<file path="src/rtl/alu_cmd_master.sv">
// Host-side ALU command issuer: queues host commands, issues 10-bit packets, checks 9-bit results in order.
// Optional build macro ALU_MST_CHECK_EN compiles in expected-value storage and result comparison.
module alu_cmd_master #(
  parameter int unsigned QDEPTH  = 4,
  parameter int unsigned MAX_OUT = 8,
  parameter int unsigned TIMEOUT = 64
) (
  input  logic       clk,
  input  logic       reset,
  input  logic       cmd_valid,
  output logic       cmd_ready,
  input  logic [3:0] cmd_a,
  input  logic [3:0] cmd_b,
  input  logic [1:0] cmd_op,
  output logic [9:0] pkt_data,
  output logic       pkt_valid,
  input  logic       pkt_ready,
  input  logic [8:0] res_data,
  input  logic       res_valid,
  output logic       res_ready,
  output logic       done_valid,
  output logic [8:0] done_result,
  output logic [1:0] done_op,
  output logic       done_err,
  output logic       err_unexp,
  output logic       err_timeout,
  output logic [3:0] outstanding
);

  localparam int unsigned QAW = $clog2(QDEPTH);
  localparam int unsigned OAW = $clog2(MAX_OUT);
  localparam int unsigned TW  = $clog2(TIMEOUT + 1);
  localparam logic [4:0]    MAX_OUT_C = 5'(MAX_OUT);
  localparam logic [TW-1:0] TMAX      = TW'(TIMEOUT);

  typedef enum logic {IDLE, SEND} state_t;
  state_t state, state_nx;

  // Host command queue; the reader sees the write pointer one cycle late
  logic [9:0]   q_mem [QDEPTH];
  logic [QAW:0] q_wr, q_wr_vis, q_rd;
  logic         q_full, q_empty, q_push, load, rdy_en;

  assign q_full    = (q_wr[QAW] != q_rd[QAW]) && (q_wr[QAW-1:0] == q_rd[QAW-1:0]);
  assign q_empty   = (q_wr_vis == q_rd);
  assign cmd_ready = rdy_en && !q_full;
  assign q_push    = cmd_valid && cmd_ready;

  always_ff @(posedge clk) begin
    if (q_push) q_mem[q_wr[QAW-1:0]] <= {cmd_op, cmd_b, cmd_a};
  end

  always_ff @(posedge clk or negedge reset) begin
    if (!reset) begin
      q_wr     <= '0;
      q_wr_vis <= '0;
      q_rd     <= '0;
      rdy_en   <= 1'b0;
    end else begin
      rdy_en   <= 1'b1;
      q_wr_vis <= q_wr;
      if (q_push) q_wr <= q_wr + 1'b1;
      if (load)   q_rd <= q_rd + 1'b1;
    end
  end

  logic hs, res_acc;
  assign hs        = pkt_valid && pkt_ready;
  assign res_ready = (outstanding != 4'd0);
  assign res_acc   = res_valid && res_ready;

  always_ff @(posedge clk or negedge reset) begin
    if (!reset) state <= IDLE;
    else        state <= state_nx;
  end

  always_comb begin
    state_nx = state;
    load     = 1'b0;
    unique case (state)
      IDLE: if (!q_empty && ({1'b0, outstanding} < MAX_OUT_C)) begin
        load     = 1'b1;
        state_nx = SEND;
      end
      SEND: if (pkt_ready) begin
        if (!q_empty && (({1'b0, outstanding} + 5'd1) < MAX_OUT_C)) load = 1'b1;
        else state_nx = IDLE;
      end
      default: state_nx = IDLE;
    endcase
  end

  always_comb begin
    pkt_valid = (state == SEND);
  end

  always_ff @(posedge clk or negedge reset) begin
    if (!reset)    pkt_data <= '0;
    else if (load) pkt_data <= q_mem[q_rd[QAW-1:0]];
  end

`ifdef ALU_MST_CHECK_EN
  localparam int unsigned EW = 12;
  logic [3:0] pa, pb;
  logic [8:0] exp_val;
  logic       div0;
  assign pa = pkt_data[3:0];
  assign pb = pkt_data[7:4];
  always_comb begin
    exp_val = '0;
    div0    = 1'b0;
    unique case (pkt_data[9:8])
      2'd0: exp_val = 9'(pa) + 9'(pb);
      2'd1: exp_val = 9'(pa) - 9'(pb);
      2'd2: exp_val = 9'(pa) * 9'(pb);
      default: begin
        div0 = (pb == 4'd0);
        if (!div0) exp_val = {5'd0, pa / pb};
      end
    endcase
  end
`else
  localparam int unsigned EW = 2;
`endif

  logic [EW-1:0]  ef_mem [MAX_OUT];
  logic [EW-1:0]  ef_din, ef_head;
  logic [OAW-1:0] ef_wr, ef_rd;
  logic [1:0]     head_op;
  logic           head_err;

`ifdef ALU_MST_CHECK_EN
  assign ef_din   = {div0, pkt_data[9:8], exp_val};
  assign head_op  = ef_head[10:9];
  assign head_err = !ef_head[11] && (res_data != ef_head[8:0]);
`else
  assign ef_din   = pkt_data[9:8];
  assign head_op  = ef_head;
  assign head_err = 1'b0;
`endif
  assign ef_head = ef_mem[ef_rd];

  always_ff @(posedge clk) begin
    if (hs) ef_mem[ef_wr] <= ef_din;
  end

  logic [TW-1:0] timer;

  always_ff @(posedge clk or negedge reset) begin
    if (!reset) begin
      ef_wr       <= '0;
      ef_rd       <= '0;
      outstanding <= '0;
      done_valid  <= 1'b0;
      done_result <= '0;
      done_op     <= '0;
      done_err    <= 1'b0;
      err_unexp   <= 1'b0;
      err_timeout <= 1'b0;
      timer       <= '0;
    end else begin
      done_valid <= res_acc;
      if (hs) ef_wr <= ef_wr + 1'b1;
      if (res_acc) begin
        ef_rd       <= ef_rd + 1'b1;
        done_result <= res_data;
        done_op     <= head_op;
        done_err    <= head_err;
      end
      case ({hs, res_acc})
        2'b10:   outstanding <= outstanding + 4'd1;
        2'b01:   outstanding <= outstanding - 4'd1;
        default: outstanding <= outstanding;
      endcase
      if (res_valid && (outstanding == 4'd0)) err_unexp <= 1'b1;
      if ((outstanding == 4'd0) || res_acc) timer <= '0;
      else if (timer != TMAX)               timer <= timer + 1'b1;
      if (timer == TMAX) err_timeout <= 1'b1;
    end
  end

endmodule

</file>
<file path="config.mk">
export PLATFORM = sky130hd
export DESIGN_NAME = alu_cmd_master
export DESIGN_NICKNAME = d
export VERILOG_FILES = /design/src/rtl/alu_cmd_master.sv
export SDC_FILE = /design/constraint.sdc
export NUM_CORES = 1
export LEC_CHECK = 0
export BUFFER_PORTS_ARGS = -buffer_cell sky130_fd_sc_hd__buf_2
export CORE_MARGIN = 2
export CORE_UTILIZATION = 50
export CTS_CLUSTER_SIZE = 40
export DETAILED_ROUTE_END_ITERATION = 8
export PLACE_DENSITY_LB_ADDON = 0.12
export SYNTH_ARGS = -nofsm -noshare
export SYNTH_HDL_FRONTEND = slang
export SYNTH_SLANG_ARGS = --single-unit
</file>
<file path="constraint.sdc">
create_clock -name clk -period 3.53 [get_ports clk]
set_input_delay 0.1765 -clock clk [delete_from_list [all_inputs] [get_ports clk]]
set_output_delay 0.1765 -clock clk [all_outputs]
set_load 0.005 [all_outputs]
</file>
==> results.ini, run 1 <==
[run]
cap_violations=0

[route]
drtIter0Drc=98
wire_per_inst_microns=14.7
drc=0
drt-total-wl_microns=6980
drt_first_pass_iters=4
drtAntennaViolNets=0
routed-via-count=2381
vias_per_cell=5.02

[die]
io_pins=56
rows=34
start_util_pct=51.2
die_x_microns=98.0
die_h_microns=98.0
dieArea_sq_um=9610
core_sq_um=8640

[cts]
htree_levels=3
cts-buffers-inserted=9
clockBufferDepth=2
cts_tree=built
clkTransAtPathRegs_ps=100
clock-sinks=108
clock_latency_ps=360
clock-root-buffer=clkbuf_8
cts_resized=0
postCtsSetupBuffers=0

[layout]
final_util_pct=58.6
finalNonFillerCells=474
final_area_sq_um=5060
synthToLayoutAreaGrowth_pct=14.5
diodes=0
drive_gt1_share_pct=27.9
fin_nets=397

[power_and_ir_drop]
p_leak_uw=0.00214
ir_drop_mv=0.344
power_frac_seq_pct=50.7
power_frac_comb_pct=31.7
p_sw_uw=1240
p_clk_share_pct=17.6
switching_share_pct=31.9
power_density_nw_per_um2=769
p_int_uw=2650

[synth]
synthesis.area_sq_um=4420
yosysUniqueCellTypes=35
ys_ff_latch=108
seq_area_frac_synth_pct=67.5
synthArstFlopShare_pct=48.1
yosys.area.top_type=edfxtp_1
ys_warn_count=0
synthFlopType=edfxtp_1
synth.top_cell.area_share_pct=38.0
syn_inst=292
synth_nets=328
synth_top_cells_by_area=edfxtp_1 (38%), dfrtp_1 (29%), mux4_2 (6.1%), nand2_1 (3.7%), ha_1 (3.4%)
synth_edf_count=56
syn_area_per_cell_sq_um=15.1

[placed_design]
place_area_sq_um=4800
numPortBuffers=54
dp_hpwl_microns=4550
routabilityCongestion=0.727
dp.cells=450

[critical_path]
arrival_ps=3020
critPathKind=flop to flop
crit_fanout=16
start_kind=flop
cp-end-kind=flop
cp.required_ps=3770

[timing]
finalHoldViolCount=0
tightest_slew_ps=887
finalCritPeriodShare_pct=78.8
setup_viol=0
holdWs_ps=13.2
skew_ps=12.1
fmax_mhz=360
rsz0062_at_grt=no
tns_ps=0
slew_headroom_pct=40.9
period_needed_ps=2780
slew_viol_final=0

[global_routing]
use_met1_pct=20.0
grt_usage_pct=15.6
use_met2_pct=25.6
grt_pass1_wl_microns=11600
grt_antenna_before_repair=0
grt.busiest_layer=met2
met3_usage_pct=3.94
grt_pass1_vias=2399
grt_max_degree=53
gr-total-overflow=0

[hold_path]
hold_path_class=input pin to flop

[outcome]
status=completed

[cell usage after synthesis, types with 2 or more instances]
| cell | number |
|---|---|
| edfxtp_1 | 56 |
| dfrtp_1 | 52 |
| nand2_1 | 43 |
| nor2_1 | 15 |
| xnor2_1 | 14 |
| ha_1 | 12 |
| mux4_2 | 12 |
| mux2i_1 | 9 |
| xor2_1 | 9 |
| mux2_4 | 8 |
| inv_1 | 7 |
| mux2_2 | 5 |
| nand3_1 | 5 |
| o21ai_0 | 5 |
| a31oi_1 | 4 |
| and2_1 | 4 |
| nand2b_1 | 4 |
| buf_2 | 3 |
| nor2b_1 | 3 |
| nor3_1 | 3 |
| a21oi_1 | 2 |
| buf_4 | 2 |
| conb_1 | 2 |
| or2_2 | 2 |
[state kept, by name, indices dropped and copies added (netlist names), 2 cells and up]
signal       count
done_op          2
done_result      9
ef_mem          16
ef_rd            3
ef_wr            3
outstanding      4
pkt_data        10
q_mem           40
q_rd             3
q_wr             3
q_wr_vis         3
timer            7
[cells by family (layout without fill, tap and decap cells)]
family	count (synthesis)	count (layout)	synth area share (%)
buf+inv	15	89	1.70
mux	34	34	12.1
fa+ha+maj	12	12	3.40
flops	108	108	67.5
compound gates	14	14	1.98
xor+xnor	23	23	4.56
simple gates	84	84	8.58
other cells	2	2	0.170
[layer usage]
metal / part of all wire [%] / routed length [microns] / up-vias
li1: - / - / 1168
met1: 45 / 3130 / 1170
met2: 50 / 3490 / 35
met3: 3.9 / 272 / 8
met4: 1.2 / 82 / 0
met5: 0 / 0 / -
[power groups by stage]
stage          sequential, uW  clock (uW)  combinational (uW)
2_1_floorplan            1920           0                 961
5_1_grt                  2030         760                1380
4_1_cts                  1980         706                1260
3_5_place_dp             2010           0                1250
6_report                 1970         686                1230
3_3_place_gp             2000           0                1220
[stage by stage]
step	worst slack [ps]	power, uW
floorplan	929	2880
global placement	830	3220
detailed placement	768	3260
CTS	733	3950
global route	561	4160
finish	750	3890
[cells in the final DEF, fill, tap and decap left out, types with 4 or more instances in the layout]
cell type and n:
and2_1 4, dlygate4sd3_1 8, mux2i_1 9, mux2_2 5
xnor2_1 14, inv_1 7, mux2_4 8, a31oi_1 4
nand2b_1 4, nand3_1 5, o21ai_0 5, dfrtp_1 52
xor2_1 9, buf_2 54, clkbuf_8 9, edfxtp_1 56
nand2_1 43, ha_1 12, nor2_1 15, mux4_2 12
[layout make-up]
class / instances / area [sq um]
clock inverters: 6 / 46.3
flip-flops and latches: 108 / 2980
inverters: 8 / 30.0
repair buffers: 65 / 373
fillers: 687 / 3570
well taps: 108 / 135
multi-input cells: 169 / 1360
clock buffers: 10 / 131
[critical path, cell delays in order, from the launching register on]
cell and delay, ps:
dfrtp_1 480, or4_4 580, nand2_1 90, buf_4 200, inv_2 150, ha_1 290, xor2_1 170, ha_1 190
a21oi_1 150, xor2_1 160, nor2_1 60, xor2_1 130
[worst paths after layout]
| path | from | endpoint | slack [ps] | cells after the start |
|---|---|---|---|---|
| max | outstanding[1] | outstanding[2] | 750 | 11 |
| min | res_data[1] | done_result[1] | 10 | 3 |
| min reg2reg | q_wr[2] | q_wr_vis[2] | 440 | 0 |
| min in group asynchronous | reset | timer[5] | 460 | 3 |
| max reg2reg | outstanding[1] | outstanding[2] | 750 | 11 |
| max in group asynchronous | reset | pkt_data[3] | 2630 | 3 |
[timing repair]
action                     CTS  global route
hold endpoints to repair    59             0
setup endpoints to repair    0             0
hold buffers                 8             0
(Power assumes the default switching activity.)
==> run 2, diff against run 1 <==
clock period = 2.57 ns   (was 3.53 ns; I/O delays follow)
==> results.ini, run 2 (synthesis gave the netlist of run 1 again) <==
[power_and_ir_drop]
power_density_nw_per_um2=1040
ir_drop_mv=0.523
p_leak_uw=0.00223

[hold_path]
holdPathStages=3
hold_path_class=input pin to flop

[route]
top_layer=met4
routed-via-count=2513
wl_met1_microns=3320
met3RoutedLength_microns=217
drt_first_pass_iters=4
vias_per_cell=5.08
drtIter0Drc=143
drt-total-wl_microns=7660
drtAntennaViolNets=0
drc=0
route.met2.wl_microns=4020
wire_per_inst_microns=15.5

[layout]
mostFrequentLayoutCells=edfxtp_1 (56), buf_2 (54), dfrtp_1 (52), nand2_1 (42), dlygate4sd3_1 (20)
diodes=0
drive_gt1_share_pct=28.9
synthToLayoutAreaGrowth_pct=18.8
fin_nets=418
largest_register_ffs=40
layout_commonest_cell=edfxtp_1

[critical_path]
start_kind=flop
cp.required_ps=2820
arrival_ps=2590
crit_fanout=14
critPathKind=flop to flop
r2r_cells=10
cp-end-kind=flop

[timing]
holdWs_ps=60.5
finalHoldViolCount=0
tns_ps=0
period_needed_ps=2340
fmax_mhz=427
skew_ps=17.4
slew_headroom_pct=38.7
tightest_slew_ps=920
setup_viol=0
finalCritPeriodShare_pct=91.2
slew_viol_final=0
rsz0062_at_grt=no

[die]
die_h_microns=98.0
dieArea_sq_um=9610
start_util_pct=51.2
rows=34
core_sq_um=8640
die_x_microns=98.0
io_pins=56

[cts]
clock-root-buffer=clkbuf_8
cts-buffers-inserted=9
cts_tree=built
clockBufferDepth=2
clkTransAtPathRegs_ps=90
clock-sinks=108
htree_levels=3
clock_latency_ps=360

[outcome]
status=completed

[placed_design]
routabilityCongestion=0.708
dp_hpwl_microns=5140
numPortBuffers=54

[global_routing]
grt_antenna_before_repair=0
gr-total-overflow=0
grt_usage_pct=17.0
grt_pass1_wl_microns=12700
grt_pass1_vias=2570
grt_max_degree=41

[run]
cap_violations=0

-- run 2: worst max-delay path, stage by stage (launching register included) --
cell     delay [ps]
dfrtp_1         430
or4_4           520
nand2_2         100
inv_2           110
ha_2            240
xor2_1          150
ha_1            180
a21oi_1         140
xor2_1          150
nor2_1           60
xor2_1          140
-- run 2: layer usage --
metal	global-route usage [%]	vias up
li1	-	1211
met1	21.7	1255
met2	29.5	37
met3	2.79	10
met4	6.09	0
met5	0	-
-- run 2: area by class of cell --
class                           count  area, sq um
Fill cell                         680         3380
Sequential cell                   108         2980
Multi-Input combinational cell    169         1370
Timing Repair Buffer               86          561
Tap cell                          108          135
Clock buffer                       10          128
Clock inverter                      6         48.8
Inverter                            8         30.0
-- run 2: per-stage QoR --
stage               setup WS (ps)  total power, uW  utilization, %  area, sq um  cells
floorplan                    23.0             3960               -         4420    292
global placement              191             4520            56.4         4870    459
detailed placement            146             4580            56.4         4870    459
CTS                           122             5540            60.8         5250    495
global route                 70.9             5850            60.8         5250    495
finish                        227             5460            60.8         5250    495
-- run 2: where the power goes --
part	switching, uW	total [uW]	leakage, uW	internal [uW]
Combinational	808	1850	0.00100	1040
Sequential	381	2680	0.00114	2300
Clock	567	929	0.0000874	362
-- run 2: path summary, 6_finish.rpt --
check | from | to | slack [ps]
worst max-delay path | outstanding[3] | outstanding[2] | 230
worst min-delay path | res_valid | err_unexp | 60
worst max register to register | outstanding[3] | outstanding[2] | 230
worst min register to register | q_wr[2] | q_wr_vis[2] | 460
max in group asynchronous | reset | q_wr_vis[1] | 1390
min in group asynchronous | reset | done_result[1] | 430
-- run 2: repair_timing --
| item | 4_1_cts | 5_1_grt |
|---|---|---|
| hold endpoints to repair | 88 | 0 |
| buffers inserted | 0 | 0 |
| setup endpoints to repair | 0 | 1 |
| gates resized for setup | 0 | 1 |
| hold buffers | 20 | 0 |
==> run 3, diff against run 2 <==
PLACE_DENSITY_LB_ADDON = 0.3   (was 0.12)
==> results.ini, run 3 (synthesis gave the netlist of run 1 again) <==
[power_and_ir_drop]
p_leak_uw=0.00223
power_density_nw_per_um2=1040
ir_drop_mv=0.450

[cts]
clockBufferDepth=2
clock_latency_ps=360
clock-sinks=108
clock-root-buffer=clkbuf_8
htree_levels=3
cts_tree=built
postCtsSetupBuffers=0
clkTransAtPathRegs_ps=100
cts-buffers-inserted=9

[die]
start_util_pct=51.2
die_x_microns=98.0
rows=34
dieArea_sq_um=9610
io_pins=56
core_sq_um=8640
die_h_microns=98.0

[placed_design]
routabilityCongestion=0.753
dp_worst_setup_slack_ps=151
numPortBuffers=54
dp_hpwl_microns=4880

[layout]
drive_gt1_share_pct=28.8
diodes=0
synthToLayoutAreaGrowth_pct=18.9
fin_nets=417
mostFrequentLayoutCells=edfxtp_1 (56), buf_2 (54), dfrtp_1 (52), nand2_1 (42), dlygate4sd3_1 (20)
nFillCells=667
layout_commonest_cell=edfxtp_1
largest_register_ffs=40

[global_routing]
grt_pass1_wl_microns=11800
grt_pass1_vias=2413
gr-total-overflow=0
grt_antenna_before_repair=0
grt_max_degree=29
grt_usage_pct=15.8

[timing]
finalHoldViolCount=0
slew_headroom_pct=57.0
fmax_mhz=427
rsz0062_at_grt=no
finalCritPeriodShare_pct=91.1
slew_viol_final=0
period_needed_ps=2340
tightest_slew_ps=645
skew_ps=10.3
setup_viol=0
worst_slack_ps=229
tns_ps=0

[critical_path]
cp-end-kind=flop
crit_path_frequent_cell=xor2_1
start_kind=flop
critPathKind=flop to flop
reg2reg_slack_ps=230
crit_chain=or4_4 -> nand2_2 -> inv_2 -> ha_2 -> xor2_1 -> ha_1 -> a21oi_1 -> xor2_1 -> nor2_1 -> xor2_1
crit_fanout=14
cp_slowest_cell=or4_4
cpPeakStageDelay_ps=520
worst_r2r_endpoint=outstanding[2]
arrival_ps=2590
r2r_cells=10
crit-reg2reg-launch=outstanding[3]
cp.required_ps=2820

[route]
drt-total-wl_microns=7090
drt_first_pass_iters=5
drtAntennaViolNets=0
routed-via-count=2514
vias_per_cell=5.09
drtIter0Drc=87
drc=0
wire_per_inst_microns=14.3

[run]
cap_violations=0

[hold_path]
min_from=res_valid
hold_path_class=input pin to flop
hold_end=err_unexp
holdPathStages=3

[outcome]
status=completed

## run 3: final cells by class
type,instances,area (sq um),share of cell area (%)
timing repair buffer,85,553,10.5
sequential,108,2980,56.8
clock buffer,10,128,2.43
clock inverter,6,57.6,1.10
multi-input combinational,169,1370,26.0
tap,108,135,2.57
inverter,8,30.0,0.572
## run 3: where the power goes
| group | switching (uW) | internal [uW] |
|---|---|---|
| sequential | 374 | 2300 |
| combinational | 786 | 1030 |
| clock | 590 | 376 |
| total | 1750 | 3710 |
## run 3: timing repair
action,in CTS,in global routing
hold buffers,20,0
gates resized for setup,0,1
endpoints found under the setup margin,0,1
hold endpoints to repair,76,0
## run 3: worst max-delay path by stage
| stage | cells past startpoint | to | startpoint | slack (ps) |
|---|---|---|---|---|
| 6_report | 10 | outstanding[2] | outstanding[3] | 230 |
| 5_1_grt | 10 | outstanding[2] | outstanding[3] | 80 |
| 4_1_cts | 10 | outstanding[2] | outstanding[1] | 140 |
| 3_5_place_dp | 10 | outstanding[2] | outstanding[3] | 150 |
| 3_3_place_gp | 10 | outstanding[2] | outstanding[1] | 220 |
| 2_1_floorplan | 11 | outstanding[2] | outstanding[1] | 20 |
## run 3: routing by layer
layer | vias up | part of all wire (%) | track usage, %
met4 | 0 | 1.5 | 5.56
li1 | 1218 | - | -
met2 | 45 | 50 | 24.7
met1 | 1243 | 46 | 22.0
met3 | 8 | 3.0 | 3.87
met5 | - | 0 | 0
## run 3: per-stage QoR
step | hold WS (ps) | cells | utilization, % | total power [uW] | area (sq um)
3_3_place_gp | 186 | 458 | 56.3 | 4490 | 4870
6_report | 37.5 | 494 | 60.8 | 5460 | 5250
4_1_cts | 19.5 | 494 | 60.8 | 5540 | 5250
2_1_floorplan | -167 | 292 | - | 3960 | 4420
5_1_grt | 33.8 | 494 | 60.8 | 5850 | 5250
3_5_place_dp | 197 | 458 | 56.3 | 4550 | 4870
## run 3: critical path: cells and delay by family (launching register included)
kind | cells | cell delay, ps
AOI/OAI and AO/OA | 1 | 140
xor gates and xnor gates | 3 | 440
and+or+nand+nor | 3 | 690
DFF | 1 | 430
buffers and inverters | 1 | 110
adders and majority gates | 2 | 430
